File: src/rtl/pia_uart_pkg.sv
// Shared definitions for the Apple-1 PIA UART: register offsets, FSM state
// encodings and the optional lower-to-upper case helper.
package pia_uart_pkg;

  localparam logic [1:0] REG_KBD   = 2'd0;
  localparam logic [1:0] REG_KBDCR = 2'd1;
  localparam logic [1:0] REG_DSP   = 2'd2;
  localparam logic [1:0] REG_DSPCR = 2'd3;

  typedef enum logic [1:0] {TX_IDLE, TX_START, TX_DATA, TX_STOP} tx_state_t;
  typedef enum logic [1:0] {RX_IDLE, RX_START, RX_DATA, RX_STOP} rx_state_t;

  function automatic logic [7:0] to_upper(input logic [7:0] b);
    if (b >= 8'h61 && b <= 8'h7A) return b - 8'h20;
    return b;
  endfunction

endpackage

File: src/rtl/pia_uart_if.sv
// CPU-side register bus of the PIA UART; the CPU is master, the UART is slave.
interface pia_uart_if;
  logic       enable;
  logic [1:0] address;
  logic       w_en;
  logic [7:0] din;
  logic [7:0] dout;

  modport master (output enable, output address, output w_en, output din, input dout);
  modport slave  (input enable, input address, input w_en, input din, output dout);
endinterface

File: src/rtl/pia_uart_rx.sv
// 8N1 serial receiver: 2-flop synchronizer, mid-bit sampling FSM and a
// one-cycle rx_valid pulse carrying each byte whose stop bit reads 1.
module pia_uart_rx #(
  parameter int unsigned CLK_FREQ = 25000000,
  parameter int unsigned BAUD     = 115200
) (
  input  logic       clk25,
  input  logic       reset,
  input  logic       uart_rx,
  output logic [7:0] rx_byte,
  output logic       rx_valid
);
  import pia_uart_pkg::*;

  localparam int unsigned DIV  = CLK_FREQ / BAUD;
  localparam int unsigned HALF = DIV / 2;
  localparam int unsigned CW   = $clog2(DIV);

  logic          rx_meta, rx_sync, rx_prev;
  rx_state_t     state;
  logic [CW-1:0] baud_cnt;
  logic [2:0]    bit_cnt;
  logic [7:0]    shreg;

  always_ff @(posedge clk25) begin
    if (reset) begin
      rx_meta  <= 1'b1;
      rx_sync  <= 1'b1;
      rx_prev  <= 1'b1;
      state    <= RX_IDLE;
      baud_cnt <= '0;
      bit_cnt  <= '0;
      shreg    <= '0;
      rx_byte  <= '0;
      rx_valid <= 1'b0;
    end else begin
      rx_meta  <= uart_rx;
      rx_sync  <= rx_meta;
      rx_prev  <= rx_sync;
      rx_valid <= 1'b0;
      case (state)
        RX_IDLE: begin
          baud_cnt <= '0;
          bit_cnt  <= '0;
          if (rx_prev && !rx_sync) state <= RX_START;
        end
        RX_START: begin
          // Re-check the start bit at its centre; a high line means a glitch.
          if (baud_cnt == CW'(HALF - 1)) begin
            baud_cnt <= '0;
            state    <= rx_sync ? RX_IDLE : RX_DATA;
          end else begin
            baud_cnt <= baud_cnt + CW'(1);
          end
        end
        RX_DATA: begin
          if (baud_cnt == CW'(DIV - 1)) begin
            baud_cnt <= '0;
            shreg    <= {rx_sync, shreg[7:1]};
            bit_cnt  <= bit_cnt + 3'd1;
            if (bit_cnt == 3'd7) state <= RX_STOP;
          end else begin
            baud_cnt <= baud_cnt + CW'(1);
          end
        end
        RX_STOP: begin
          if (baud_cnt == CW'(DIV - 1)) begin
            baud_cnt <= '0;
            state    <= RX_IDLE;
            if (rx_sync) begin
              rx_byte  <= shreg;
              rx_valid <= 1'b1;
            end
          end else begin
            baud_cnt <= baud_cnt + CW'(1);
          end
        end
        default: state <= RX_IDLE;
      endcase
    end
  end

endmodule

File: src/rtl/pia_uart.sv
// Apple-1 PIA register model (KBD/KBDCR/DSP/DSPCR) bridged to an 8N1 UART.
// Optional macro PIA_UART_UPCASE_EN folds received a..z to A..Z.
module pia_uart #(
  parameter int unsigned CLK_FREQ = 25000000,
  parameter int unsigned BAUD     = 115200
) (
  input  logic       clk25,
  input  logic       reset,
  pia_uart_if.slave  bus,
  input  logic       uart_rx,
  output logic       uart_tx,
  output logic       uart_cts,
  output logic [7:0] led
);
  import pia_uart_pkg::*;

  localparam int unsigned DIV = CLK_FREQ / BAUD;
  localparam int unsigned CW  = $clog2(DIV);

  logic [7:0]    kbd_data;
  logic          kbd_ready;
  logic          tx_busy;
  logic [7:0]    rx_byte, rx_store;
  logic          rx_valid;
  logic          kbd_rd, dsp_wr;
  logic          din_unused;
  tx_state_t     tx_state;
  logic [CW-1:0] tx_cnt;
  logic [2:0]    tx_bit;
  logic [7:0]    tx_shift;

  pia_uart_rx #(.CLK_FREQ(CLK_FREQ), .BAUD(BAUD)) u_rx (
    .clk25    (clk25),
    .reset    (reset),
    .uart_rx  (uart_rx),
    .rx_byte  (rx_byte),
    .rx_valid (rx_valid)
  );

`ifdef PIA_UART_UPCASE_EN
  assign rx_store = to_upper(rx_byte);
`else
  assign rx_store = rx_byte;
`endif

  assign kbd_rd     = bus.enable & ~bus.w_en & (bus.address == REG_KBD);
  assign dsp_wr     = bus.enable &  bus.w_en & (bus.address == REG_DSP);
  assign din_unused = bus.din[7];
  assign uart_cts   = kbd_ready;
  assign led        = kbd_data;

  always_comb begin
    bus.dout = 8'h00;
    case (bus.address)
      REG_KBD:   bus.dout = {1'b1, kbd_data[6:0]};
      REG_KBDCR: bus.dout = {kbd_ready, 7'b0};
      REG_DSP:   bus.dout = {tx_busy, 7'b0};
      default:   bus.dout = 8'h00;
    endcase
  end

  // A byte landing in the same cycle as a KBD read keeps kbd_ready set.
  always_ff @(posedge clk25) begin
    if (reset) begin
      kbd_data  <= '0;
      kbd_ready <= 1'b0;
    end else if (rx_valid) begin
      kbd_data  <= rx_store;
      kbd_ready <= 1'b1;
    end else if (kbd_rd) begin
      kbd_ready <= 1'b0;
    end
  end

  always_ff @(posedge clk25) begin
    if (reset) begin
      tx_state <= TX_IDLE;
      tx_cnt   <= '0;
      tx_bit   <= '0;
      tx_shift <= '0;
      tx_busy  <= 1'b0;
      uart_tx  <= 1'b1;
    end else begin
      case (tx_state)
        TX_IDLE: begin
          tx_cnt <= '0;
          tx_bit <= '0;
          if (dsp_wr) begin
            tx_shift <= {1'b0, bus.din[6:0]};
            tx_busy  <= 1'b1;
            uart_tx  <= 1'b0;
            tx_state <= TX_START;
          end
        end
        TX_START: begin
          if (tx_cnt == CW'(DIV - 1)) begin
            tx_cnt   <= '0;
            uart_tx  <= tx_shift[0];
            tx_shift <= {1'b0, tx_shift[7:1]};
            tx_state <= TX_DATA;
          end else begin
            tx_cnt <= tx_cnt + CW'(1);
          end
        end
        TX_DATA: begin
          if (tx_cnt == CW'(DIV - 1)) begin
            tx_cnt <= '0;
            tx_bit <= tx_bit + 3'd1;
            if (tx_bit == 3'd7) begin
              uart_tx  <= 1'b1;
              tx_state <= TX_STOP;
            end else begin
              uart_tx  <= tx_shift[0];
              tx_shift <= {1'b0, tx_shift[7:1]};
            end
          end else begin
            tx_cnt <= tx_cnt + CW'(1);
          end
        end
        TX_STOP: begin
          if (tx_cnt == CW'(DIV - 1)) begin
            tx_cnt   <= '0;
            tx_busy  <= 1'b0;
            tx_state <= TX_IDLE;
          end else begin
            tx_cnt <= tx_cnt + CW'(1);
          end
        end
        default: tx_state <= TX_IDLE;
      endcase
    end
  end

endmodule

File: src/flat_wrapper.sv
// flat-port wrapper written by rule: the top's interface ports become plain ports
module pia_uart_flat import pia_uart_pkg::*;
#(
  parameter int unsigned CLK_FREQ = 25000000,
  parameter int unsigned BAUD     = 115200
)
  (clk25, reset, uart_rx, uart_tx, uart_cts, led, bus_enable, bus_address, bus_w_en, bus_din, bus_dout);
  pia_uart_if bus_i ();
  input  logic clk25;
  input  logic reset;
  input  logic uart_rx;
  output logic uart_tx;
  output logic uart_cts;
  output logic [7:0] led;
  input wire logic [$bits(bus_i.enable)-1:0] bus_enable;
  input wire logic [$bits(bus_i.address)-1:0] bus_address;
  input wire logic [$bits(bus_i.w_en)-1:0] bus_w_en;
  input wire logic [$bits(bus_i.din)-1:0] bus_din;
  output wire logic [$bits(bus_i.dout)-1:0] bus_dout;
  assign bus_i.enable = bus_enable;
  assign bus_i.address = bus_address;
  assign bus_i.w_en = bus_w_en;
  assign bus_i.din = bus_din;
  assign bus_dout = bus_i.dout;
  pia_uart #(.CLK_FREQ(CLK_FREQ), .BAUD(BAUD)) u_core (.clk25(clk25), .reset(reset), .bus(bus_i), .uart_rx(uart_rx), .uart_tx(uart_tx), .uart_cts(uart_cts), .led(led));
endmodule
File: config.mk
export PLATFORM = sky130hd
export DESIGN_NAME = pia_uart_flat
export DESIGN_NICKNAME = d
export VERILOG_FILES = /design/src/rtl/pia_uart_pkg.sv /design/src/rtl/pia_uart_if.sv /design/src/rtl/pia_uart_rx.sv /design/src/rtl/pia_uart.sv /design/src/flat_wrapper.sv
export SDC_FILE = /design/constraint.sdc
export NUM_CORES = 1
export LEC_CHECK = 0
export BUFFER_PORTS_ARGS = -buffer_cell sky130_fd_sc_hd__buf_2
export CORE_AREA = 2 2 74 76
export CTS_CLUSTER_DIAMETER = 30
export DETAILED_ROUTE_END_ITERATION = 16
export DIE_AREA = 0 0 76 78
export HOLD_SLACK_MARGIN = 0.08
export PLACE_DENSITY = 0.82
export SLEW_MARGIN = 0
export SYNTH_ARGS = -nofsm -noshare
export SYNTH_HDL_FRONTEND = slang
export SYNTH_HIERARCHICAL = 1
export SYNTH_SLANG_ARGS = --single-unit
File: constraint.sdc
create_clock -name clk25 -period 2.4 [get_ports clk25]
set_input_delay 0.48 -clock clk25 [delete_from_list [all_inputs] [get_ports clk25]]
set_output_delay 0.48 -clock clk25 [all_outputs]
set_load 0.005 [all_outputs]
==> impl_results.md <==
* Comb power frac at 17.9%
* CP required at 2.67 ns
* EDFF count, synth at 0
* Seq cells post-synth at 64
* Placer Congestion at 0.8086
* Core Area at 5042 sq um
* Commonest cells after routing, fill and taps aside: dfxtp_1 (64), a21oi_1 (32), buf_2 (31)
* Syn nets at 370
* Most common cell after layout, fill and taps aside: dfxtp_1
* Post-place setup slack at 0.5170 ns
* Die Area at 5928 sq um
* Die height at 78 um
* Post-synthesis compound-gate area fraction at 18.37%
* Sw Pwr at 0.7285 mW
* Total clock sinks at 64
* Routed vias/inst at 6.000
* Worst setup SP type: flip-flop
* GRT Total Usage at 22.54%
* Initial Util at 61.86%
* Synth Area in Simple Gates at 23.39%
* CTS Buf Count at 9
* F_max at 0.5223 GHz
* Worst Setup Path Type: reg -> reg
* Hold slack at 0.3279 ns
* Setup repair bufs after CTS at 0
* Main synth FF type: dfxtp_1
* CTS clk-pin slew, worst paths at 0.07 ns
* First-pass GRT wire length at 10.86 mm
* CP max-delay cell: dfxtp_1
* Via count at 2622
* Number of global-route vias before repair at 2384
* Critical path's largest stage delay at 0.40 ns
* Post-Syn Area at 3119 sq um
* Setup TNS at 0 ns
* CP Max Fanout at 11
* Nets at 390
* Initial antenna violation count at 0
* Clock root buffer master: clkbuf_8
* HP Class: in -> reg
* Total power at 2.686 mW
* Status: finished clean
* Worst VDD drop at 0.3961 mV
* Post_cts resized at 0
* Synth cell types at 54
* Slew Limit Headroom at 52.26%
* Synth Area in XOR/XNOR at 2.527%
* Adder-cell share of the synthesized area at 5.215%
* Leakage power at 1.296 nW
* CP endpoint kind: flip-flop
* Post-route clock period utilization at 79.77%
* DRT antenna net count at 0
* Synth-to-Final Area Change at 12.23%
* Worst setup margin at 0.4854 ns
* Rows at 26
* Clock tree from TritonCTS: yes
* I/O Buffers at 31
* Max Slew Vio Count at 0
* Wire length per cell at 14.62 um
* MaxCap Viol Count at 0
* Initial detailed-routing violation count at 93
* Clock skew at 0.007863 ns
* Clock period minus worst slack at 1.915 ns
* Register area share after synthesis at 41.08%
* I/O pins at 33
* Share of cells above drive strength 1 at 17.98%
* Die width at 76 um
* Multiplexer share of the synthesized area at 4.733%
* Total number of yosys warnings at 6
* DRC at 0
* Post-CTS Hold Buffers at 0
* Largest net degree at the start of global routing at 37
* Drt pass-1 iters at 4
* Worst slew pin tran at 0.7130 ns
* Drt total wl at 6.387 mm
* Clk pwr share at 38.1%
* Critical path arrival at 2.18 ns
* CP cell instances: inv_1, ha_1, or2_2, a2bb2oi_1, or3b_1, a21oi_1
* H-Tree Depth at 3
* Post-Syn Area per Cell at 9.121 sq um
* Worst-Skew Late Latency at 0.34 ns
* Largest family of logic cells by synthesized area: simple AND/OR/NAND/NOR gates
* Syn Inst Count at 342
* P_int at 1.958 mW
* Ys async rst share at 0%
* Switch share at 27.12%
* HPWL after DPL at 4.332 mm
* Final setup fails at 0
* Unrepaired setup endpoints after global routing: no
* GRT overflow at 0
* PwrDens at 767.3 nW/um^2
* Final Hold Fails at 0
* Clock tree buffer depth at 2
* Ant diodes at 0
* Seq pwr share at 44.0%
## Yosys cell counts, types with 6 or more instances
library cell,number,area share (%)
clkbuf_1,14,1.7
buf_2,6,0.96
and2_1,8,1.6
a21oi_1,32,5.1
o31ai_1,16,3.9
mux2i_1,8,2.6
nand4_1,21,4.2
nand2_1,11,1.3
a211oi_1,6,1.4
o21ai_0,10,1.6
dfxtp_1,64,41
nand3_1,9,1.4
ha_1,13,5.2
nor3_1,12,1.9
mux2_2,6,2.2
nor2_1,22,2.6
inv_1,10,1.2
## kinds of logic after synthesis
logic type / count (synthesis)
AOI/OAI and AO/OA: 87
buffers and inverters: 34
muxes: 14
DFF: 64
adders and majority gates: 13
and+or+nand+nor: 121
xor gates and xnor gates: 9
## per-layer routing
metal / share of wire, % / global-route usage (%) / wire, um
met1: 46 / 27.41 / 2932
met2: 49 / 37.86 / 3122
met5: 0 / 0 / 0
met3: 3.8 / 6.279 / 243
met4: 1.4 / 9.273 / 88
## layout make-up
| type | count | area [sq um] |
|---|---|---|
| Inverter | 10 | 37.54 |
| Multi-Input combinational cell | 244 | 1692 |
| Tap cell | 70 | 87.58 |
| Clock buffer | 11 | 141.4 |
| Sequential cell | 64 | 1281 |
| Clock inverter | 5 | 78.83 |
| Fill cell | 391 | 1541 |
| Timing Repair Buffer | 33 | 182.7 |
## critical path: cells and delay by family, from the launching register on
kind / cells / cell delay [ns]
compound gates: 2 / 0.28
simple gates: 2 / 0.73
fa+ha+maj: 1 / 0.33
flops: 1 / 0.40
buf+inv: 1 / 0.09
## power groups by stage
stage	clock network [mW]	logic, mW	registers (mW)
finish	1.02	0.482	1.18
global route	1.09	0.534	1.19
CTS	1.04	0.480	1.18
detailed placement	0	0.477	1.21
global placement	0	0.465	1.20
floorplan	0	0.376	1.19
## path summary, 6_finish.rpt
kind | depth (start not counted) | startpoint | endpoint | slack, ns
min | 2 | uart_rx | u_core/u_rx/rx_meta | 0.33
max reg2reg | 6 | u_core/tx_state[0] | u_core/tx_state[1] | 0.49
max | 6 | u_core/tx_state[0] | u_core/tx_state[1] | 0.49
min reg2reg | 1 | u_core/u_rx/rx_meta | u_core/u_rx/rx_sync | 0.40
## per-stage QoR
| stage | cells | utilization (%) | area (sq um) |
|---|---|---|---|
| final | 437 | 69.43 | 3501 |
| after floorplan | 342 | - | 3119 |
| after global placement | 421 | 65.06 | 3281 |
| after global routing | 437 | 69.43 | 3501 |
| after CTS | 437 | 69.43 | 3501 |
| after detailed placement | 421 | 65.06 | 3281 |
## flip-flops by register name, summed over array words and instances, names as in the netlist, 2 cells and up, named ones only
signal	cells
u_core/tx_state	2
u_core/led	8
u_core/u_rx/shreg	8
u_core/tx_cnt	8
u_core/tx_shift	7
u_core/u_rx/bit_cnt	3
u_core/u_rx/baud_cnt	8
u_core/u_rx/rx_byte	8
u_core/tx_bit	3
Note: power is estimated with default switching activity, not from simulation.
